**src/rtl/starter_loader.sv**
```systemverilog
// starter_loader: operator-start sequencer and initial-orders loader.
// Deserialises serial orders LSB first and writes them to the store.
module starter_loader #(
    parameter int WORD_WIDTH = 17,
    parameter int NUM_WORDS  = 31,
    parameter int ADDR_WIDTH = 10,
    parameter int BASE_ADDR  = 0
) (
    input  logic                  clk,
    input  logic                  rst_n,
    input  logic                  start,
    input  logic                  io_bit,
    input  logic                  io_bit_valid,
    input  logic                  wr_ready,
    output logic                  wr_valid,
    output logic [ADDR_WIDTH-1:0] wr_addr,
    output logic [WORD_WIDTH-1:0] wr_data,
    output logic                  starter,
    output logic                  starter_neg,
    output logic                  reset_cntr_neg,
    output logic                  reset_sct_neg,
    output logic                  boot_valid,
    output logic                  overrun
);

    localparam int BCW = $clog2(WORD_WIDTH);
    localparam int WCW = (NUM_WORDS > 1) ? $clog2(NUM_WORDS) : 1;
    localparam logic [BCW-1:0] LAST_BIT  = BCW'(WORD_WIDTH - 1);
    localparam logic [WCW-1:0] LAST_WORD = WCW'(NUM_WORDS - 1);
    localparam logic [ADDR_WIDTH-1:0] BASE = ADDR_WIDTH'(BASE_ADDR);

    typedef enum logic [2:0] {
        IDLE,
        CLEAR,
        SHIFT,
        WRITE,
        DONE
    } state_t;

    state_t                state_q;
    state_t                state_d;
    logic                  start_q;
    logic                  start_rise;
    logic [BCW-1:0]        bit_cnt;
    logic [WCW-1:0]        word_cnt;
    // Holds the bits received so far; the incoming bit completes a word.
    logic [WORD_WIDTH-2:0] shreg;
    logic [WORD_WIDTH-1:0] word_nx;
    logic                  last_bit;

    assign start_rise = start & ~start_q;
    assign word_nx    = {io_bit, shreg};
    assign last_bit   = io_bit_valid && (bit_cnt == LAST_BIT);

    // State register.
    always_ff @(posedge clk or negedge rst_n) begin
        if (!rst_n) begin
            state_q <= IDLE;
        end else begin
            state_q <= state_d;
        end
    end

    // Next-state logic and outputs decoded from the registered state.
    always_comb begin
        state_d        = state_q;
        wr_valid       = 1'b0;
        starter        = 1'b0;
        reset_cntr_neg = 1'b1;
        reset_sct_neg  = 1'b1;
        boot_valid     = 1'b0;
        case (state_q)
            IDLE: begin
                if (start_rise) state_d = CLEAR;
            end
            CLEAR: begin
                starter        = 1'b1;
                reset_cntr_neg = 1'b0;
                reset_sct_neg  = 1'b0;
                state_d        = SHIFT;
            end
            SHIFT: begin
                starter = 1'b1;
                if (last_bit) state_d = WRITE;
            end
            WRITE: begin
                starter  = 1'b1;
                wr_valid = 1'b1;
                if (wr_ready) begin
                    state_d = (word_cnt == LAST_WORD) ? DONE : SHIFT;
                end
            end
            DONE: begin
                boot_valid = 1'b1;
                if (start_rise) state_d = CLEAR;
            end
            default: state_d = IDLE;
        endcase
        starter_neg = ~starter;
    end

    // Start edge detector, deserialiser, counters and write port registers.
    always_ff @(posedge clk or negedge rst_n) begin
        if (!rst_n) begin
            start_q  <= 1'b0;
            bit_cnt  <= '0;
            word_cnt <= '0;
            shreg    <= '0;
            wr_addr  <= '0;
            wr_data  <= '0;
            overrun  <= 1'b0;
        end else begin
            start_q <= start;
            case (state_q)
                CLEAR: begin
                    bit_cnt  <= '0;
                    word_cnt <= '0;
                    shreg    <= '0;
                    overrun  <= 1'b0;
                end
                SHIFT: begin
                    if (io_bit_valid) begin
                        shreg <= word_nx[WORD_WIDTH-1:1];
                        if (last_bit) begin
                            bit_cnt <= '0;
                            wr_data <= word_nx;
                            wr_addr <= BASE + ADDR_WIDTH'(word_cnt);
                        end else begin
                            bit_cnt <= bit_cnt + 1'b1;
                        end
                    end
                end
                WRITE: begin
                    // The serial line cannot be stalled, so a bit here is lost.
                    if (io_bit_valid) overrun <= 1'b1;
                    if (wr_ready && (word_cnt != LAST_WORD)) begin
                        word_cnt <= word_cnt + 1'b1;
                    end
                end
                default: ;
            endcase
        end
    end

endmodule

```
**config.mk**
```make
export PLATFORM = sky130hd
export DESIGN_NAME = starter_loader
export DESIGN_NICKNAME = d
export VERILOG_FILES = /design/src/rtl/starter_loader.sv
export SDC_FILE = /design/constraint.sdc
export NUM_CORES = 1
export LEC_CHECK = 0
export ABC_AREA = 1
export CAP_MARGIN = 10
export CORE_AREA = 2 2 73 75
export CTS_BUF_LIST = sky130_fd_sc_hd__clkbuf_8
export CTS_CLUSTER_DIAMETER = 50
export DETAILED_ROUTE_END_ITERATION = 16
export DIE_AREA = 0 0 75 77
export HOLD_SLACK_MARGIN = 0.1
export PLACE_DENSITY = 0.86
export SLEW_MARGIN = 30
export SYNTH_ARGS = -nofsm -noshare
export SYNTH_HDL_FRONTEND = slang
export SYNTH_SLANG_ARGS = --single-unit
```
**constraint.sdc**
```tcl
create_clock -name clk -period 1.25 [get_ports clk]
set_input_delay 0.125 -clock clk [delete_from_list [all_inputs] [get_ports clk]]
set_output_delay 0.125 -clock clk [all_outputs]
set_load 0.01 [all_outputs]
```
# [Yosys cells after proc, flatten, opt, wreduce, memory -nomap -nowiden]
# Cells that the tools add are included.
# Widths: inputs -> output; s select.
[word_totals] regBits=53 in_bits=6
[classes] n_addsub=2 eq_ne=13 muxes=18 bitwise_logic=3 reduce_logical=12
[ops] cell="$pmux 16 s2" count=1
[ops] cell="$pmux 5 s2" count=2
[ops] cell="$mux 16" count=1
[ops] cell="$mux 5" count=3
[ops] cell="$mux 3" count=4
[ops] cell="$pmux 3 s4" count=1
[ops] cell="$add 5x1->5 const B" count=2
[ops] cell="$eq 5x5->1 const B" count=2
[ops] cell="$ne 2x2->1 const B" count=5
[ops] cell="$eq 3x2->1 const B" count=2
[ops] cell="$reduce_and 2->1" count=3
[ops] cell="$reduce_and 3->1" count=2
[ops] cell="$mux 1" count=5
[ops] cell="$ne 5x5->1 const B" count=1
[ops] cell="$reduce_bool 2->1" count=2
[ops] cell="$eq 3x1->1 const B" count=1
[ops] cell="$eq 3x3->1 const B" count=1
[ops] cell="$logic_not 3->1" count=1
[ops] cell="$reduce_or 3->1" count=1
[ops] cell="$logic_and 1x1->1" count=2
[ops] cell="$ne 2x1->1 const B" count=1
[ops] cell="$not 1->1" count=2
[ops] cell="$pmux 1 s2" count=1
[ops] cell="$reduce_or 2->1" count=1
[ops] cell="$and 1x1->1" count=1

# [Depth between registers and ports, before layout]
[logic_depth] word_depth=5 ltp_mapped=9 ltp_nobuf=9

# [Least setup slack after synthesis]
# Ideal clock, no wire load.
[synth_timing] kind="register to register" startpoint="register bit_cnt[0]" endpoint="register wr_data[13]" setup_time_ns=0.117 arrival_time_ns=1.186 required_ns=1.133 setup_slack_ns=-0.053 path_stages_with_launch=9 n_path_buf=1 period_less_slack_ns=1.303 cell_sequence="dfrtp_1 -> inv_1 -> ha_1 -> nand2_1 -> nor2_2 -> nand2_2 -> buf_2 -> nand2_1 -> nand2_1"
[synth_between] elab_chain_len=3
[synth_rtl] item="start, declared" line_no="44" source="logic [BCW-1:0] bit_cnt;"
[synth_rtl] item="start signal, assigned" line_no="129" source="bit_cnt <= bit_cnt + 1'b1;"
[synth_rtl] item="$eq 5x5->1" line_no="53" source="assign last_bit = io_bit_valid && (bit_cnt == LAST_BIT);"
[synth_rtl] item="$logic_and 1x1->1" line_no="53"
[synth_rtl] item="$reduce_and 3->1 (no line)"
[synth_rtl] item="end signal, assigned" line_no="126" source="wr_data <= word_nx;"
[synth_rtl] item="end, declared" line_no="17" source="output logic [WORD_WIDTH-1:0] wr_data,"
# Every way passes these cells.
# A chain may end at the register's enable or synchronous reset.

# [Final worst setup path]
[layout_timing] startpoint="register state_q[1]" endpoint="register shreg[8]"
[layout_between] elab_chain_len=3 elab_cells_between_ends=6 classes_between="eq/ne: 3; mux: 1; reduce/logical: 2"
[layout_rtl] item="start, declared" line_no="40" source="state_t state_q;"
[layout_rtl] item="start signal, assigned" line_no="60" source="state_q <= state_d;"
[layout_rtl] item="$eq 3x2->1 or $eq 3x1->1 (tied branches)" line_no="114" source="case (state_q)"
[layout_rtl] item="$ne 2x2->1 (no line) or $reduce_bool 2->1 (tied branches)"
[layout_rtl] item="$reduce_and 2->1 (no line)"
[layout_rtl] item="end signal, assigned" line_no="123" source="shreg <= word_nx[WORD_WIDTH-1:1];"
[layout_rtl] item="end, declared" line_no="47" source="logic [WORD_WIDTH-2:0] shreg;"
# Several ways; a longest one is shown, not always the timed one.

==> results.json <==
{
  "status": "finished, violations left",
  "failed_checks": "negative setup slack",
  "die_x_um": 75,
  "final_nets": 370,
  "start_kind": "flop",
  "grt_start_max_net_pins": 54,
  "drtIter0Drc": 254,
  "vias": 2276,
  "wl_met1_um": 2620,
  "grt_pass1_vias": 2152,
  "cts_root_buffer": "clkbuf_8",
  "yosys_register_bits": 53,
  "skew_ns": 0.002600,
  "areaGrowthSynthToFinish_pct": 43.37,
  "crit_path_max_incr_delay_ns": 0.43,
  "dp.cells": 406,
  "dieArea_um2": 5775,
  "drc_errors": 0,
  "ioPinCount": 40,
  "instances_no_fill": 431,
  "synth.avg_cell_area_um2": 8.340,
  "clk_pin_slew_ns": 0.09,
  "grt_pass1_wl_um": 9825,
  "finalCritPeriodShare_pct": 122.1,
  "synth_area_leaders": "dfrtp_1 54%, nand2_1 17%, nand3_1 10%",
  "synth_top_area_share_pct": 54.28,
  "numCtsBuffers": 5,
  "clock_sinks": 53,
  "drt_first_pass_iters": 4,
  "ys_seq_area_share_pct": 54.28,
  "overflow": 0,
  "antenna_left": 0,
  "cp_common_cell": "nand2_1",
  "die_h_um": 77,
  "vias_per_cell": 5.281,
  "start_util_pct": 49.10,
  "crit_path_end_kind": "flop",
  "post-route-worst-setup-slack_ns": -0.2758,
  "synthesis.area_um2": 2444,
  "yosys_warnings": 0,
  "crit_path_cell_trace": "buf_6, inv_6, nor3_4, nand2_1, nand2_4, inv_4, clkbuf_16, nand2_1, nand2_1",
  "p_leak_nw": 1.937,
  "critPathArrivalTime_ns": 1.73,
  "synth_top_cell_by_area": "dfrtp_1",
  "crit_type": "flop to flop",
  "antenna_found_initial": 0,
  "vdd_drop_max_uv": 799.1,
  "power.density_nw_per_um2": 1676,
  "io_buffer_count": 34,
  "hold_violations": 0,
  "drive_above_1_share_pct": 25.76,
  "critPathRequiredTime_ns": 1.46,
  "cap_violations": 0,
  "core_um2": 4977,
  "wl_per_cell_um": 15.45,
  "globalRouteTotalUtil_pct": 22.52,
  "hpwl_um": 3491,
  "fin_crit_ns": 1.526,
  "insertion_delay_ns": 0.31,
  "rows": 26,
  "hp-class": "input pin to flop",
  "h-tree-depth": 2,
  "finalSetupTns_ns": -11.34,
  "cts_max_path_buffers": 2,
  "ys_types": 23,
  "highest_layer": "met4",
  "dr_wl_met2_um": 3538,
  "finalSetupViolations": 58,
  "grt_setup_unrepaired": "yes",
  "diodes": 0,
  "netlist_instances": 293,
  "path_max_fanout": 9,
  "totalWireLength_um": 6661,
  "slew_viol_final": 0,
  "cts_tree": "built",
  "fmax_mhz": 655.4,
  "wl_met3_um": 303,
  "critPathSlowestCell": "dfrtp_1",
  "routabilityCongestion": 0.7937
}
kinds of logic (layout without fill, tap and decap cells):
group | Yosys count | count (layout) | share of synthesized area (%)
and+or+nand+nor | 182 | 183 | 32.36
other | 1 | 5 | 0.1535
DFF | 53 | 53 | 54.28
xor gates and xnor gates | 2 | 2 | 0.7170
AOI/OAI and AO/OA | 12 | 12 | 2.714
adders and majority gates | 4 | 4 | 2.048
buffers and inverters | 39 | 102 | 7.732
timing repair:
action / in CTS / in global routing
resized for setup: 86 / 21
buffers inserted: 11 / 1
pin swaps: 4 / 6
gates cloned: 4 / 2
hold buffers: 1 / 0
endpoints found under the hold margin: 53 / 0
setup endpoints to repair: 79 / 58
routing by layer:
metal | up-vias | track usage, %
met2 | 84 | 36.05
li1 | 1063 | -
met4 | 0 | 11.25
met1 | 1112 | 28.55
met3 | 17 | 4.336
met5 | - | 0
through the flow:
stage / hold slack, ns / worst slack, ns / area, µm² / power (mW) / util, %
floorplan: -0.1706 / -0.01180 / 2501 / 3.404 / -
global placement: 0.1329 / -0.1317 / 3030 / 4.203 / 60.88
detailed placement: 0.1397 / -0.1659 / 3030 / 4.291 / 60.88
CTS: 0.2935 / -0.1979 / 3372 / 5.622 / 67.75
global route: 0.2961 / -0.3423 / 3503 / 6.168 / 70.39
finish: 0.2918 / -0.2758 / 3503 / 5.872 / 70.39
cells in the final DEF, fill, tap and decap left out, types with 2 or more instances in the layout:
master	count
inv_2	2
ha_1	3
o21ai_1	2
nand3_4	3
inv_1	17
nor2_1	8
dlygate4sd2_1	23
nand2_1	101
nand3_1	36
dfrtp_1	53
nor2_4	2
buf_12	7
clkdlybuf4s50_1	4
nor2_2	3
buf_4	19
buf_2	4
conb_1	5
o21ai_0	7
nand2_4	3
clkbuf_16	2
clkbuf_8	5
nand2_2	8
nand4_1	4
buf_16	3
inv_4	2
nand3_2	13
buf_6	11
final timing paths:
check | start | to | cells past startpoint | slack [ns]
worst max-delay path | state_q[1] | shreg[8] | 9 | -0.28
worst min-delay path | start | start_q | 1 | 0.29
worst max register to register | state_q[1] | shreg[8] | 9 | -0.28
worst min register to register | wr_data[8] | wr_data[8] | 2 | 0.47
max in group asynchronous | rst_n | wr_data[15] | 3 | 0.67
min in group asynchronous | rst_n | overrun | 3 | 0.33
cell usage after synthesis:
cell	instances
nand2_1	110
dfrtp_1	53
nand3_1	49
inv_1	17
nor2_1	12
buf_2	10
buf_4	8
o21ai_0	8
ha_1	4
nand4_1	4
inv_2	3
nand2_2	2
nand3_2	2
o21ai_1	2
a22o_1	1
clkbuf_1	1
conb_1	1
nor2_2	1
nor3_4	1
nor3b_1	1
o21bai_1	1
xnor2_1	1
xor2_1	1
registers in the layout (all words and copies together) (netlist names):
signal	cells
overrun	1
wr_data	17
shreg	16
word_cnt	5
wr_addr	5
start_q	1
state_q	3
bit_cnt	5
critical path: cells and delay by family (launching register included):
family / cells / cell delay (ns)
DFF: 1 / 0.43
buffers and inverters: 4 / 0.40
and+or+nand+nor: 5 / 0.59
power by group:
| part | internal (mW) | total [mW] | leakage (nW) | switching (mW) |
|---|---|---|---|---|
| clock | 0.381 | 0.938 | 0.0467 | 0.556 |
| combinational | 1.24 | 2.56 | 1.18 | 1.32 |
| sequential | 2.07 | 2.37 | 0.715 | 0.303 |
final cells by class:
type	instances	area, µm²
Fill cell	336	1474
Sequential cell	53	1326
Multi-Input combinational cell	206	1110
Timing Repair Buffer	74	810.8
Tap cell	70	87.58
Inverter	20	85.08
Clock buffer	5	68.82
Clock inverter	3	15.01
(Power assumes the default switching activity.)
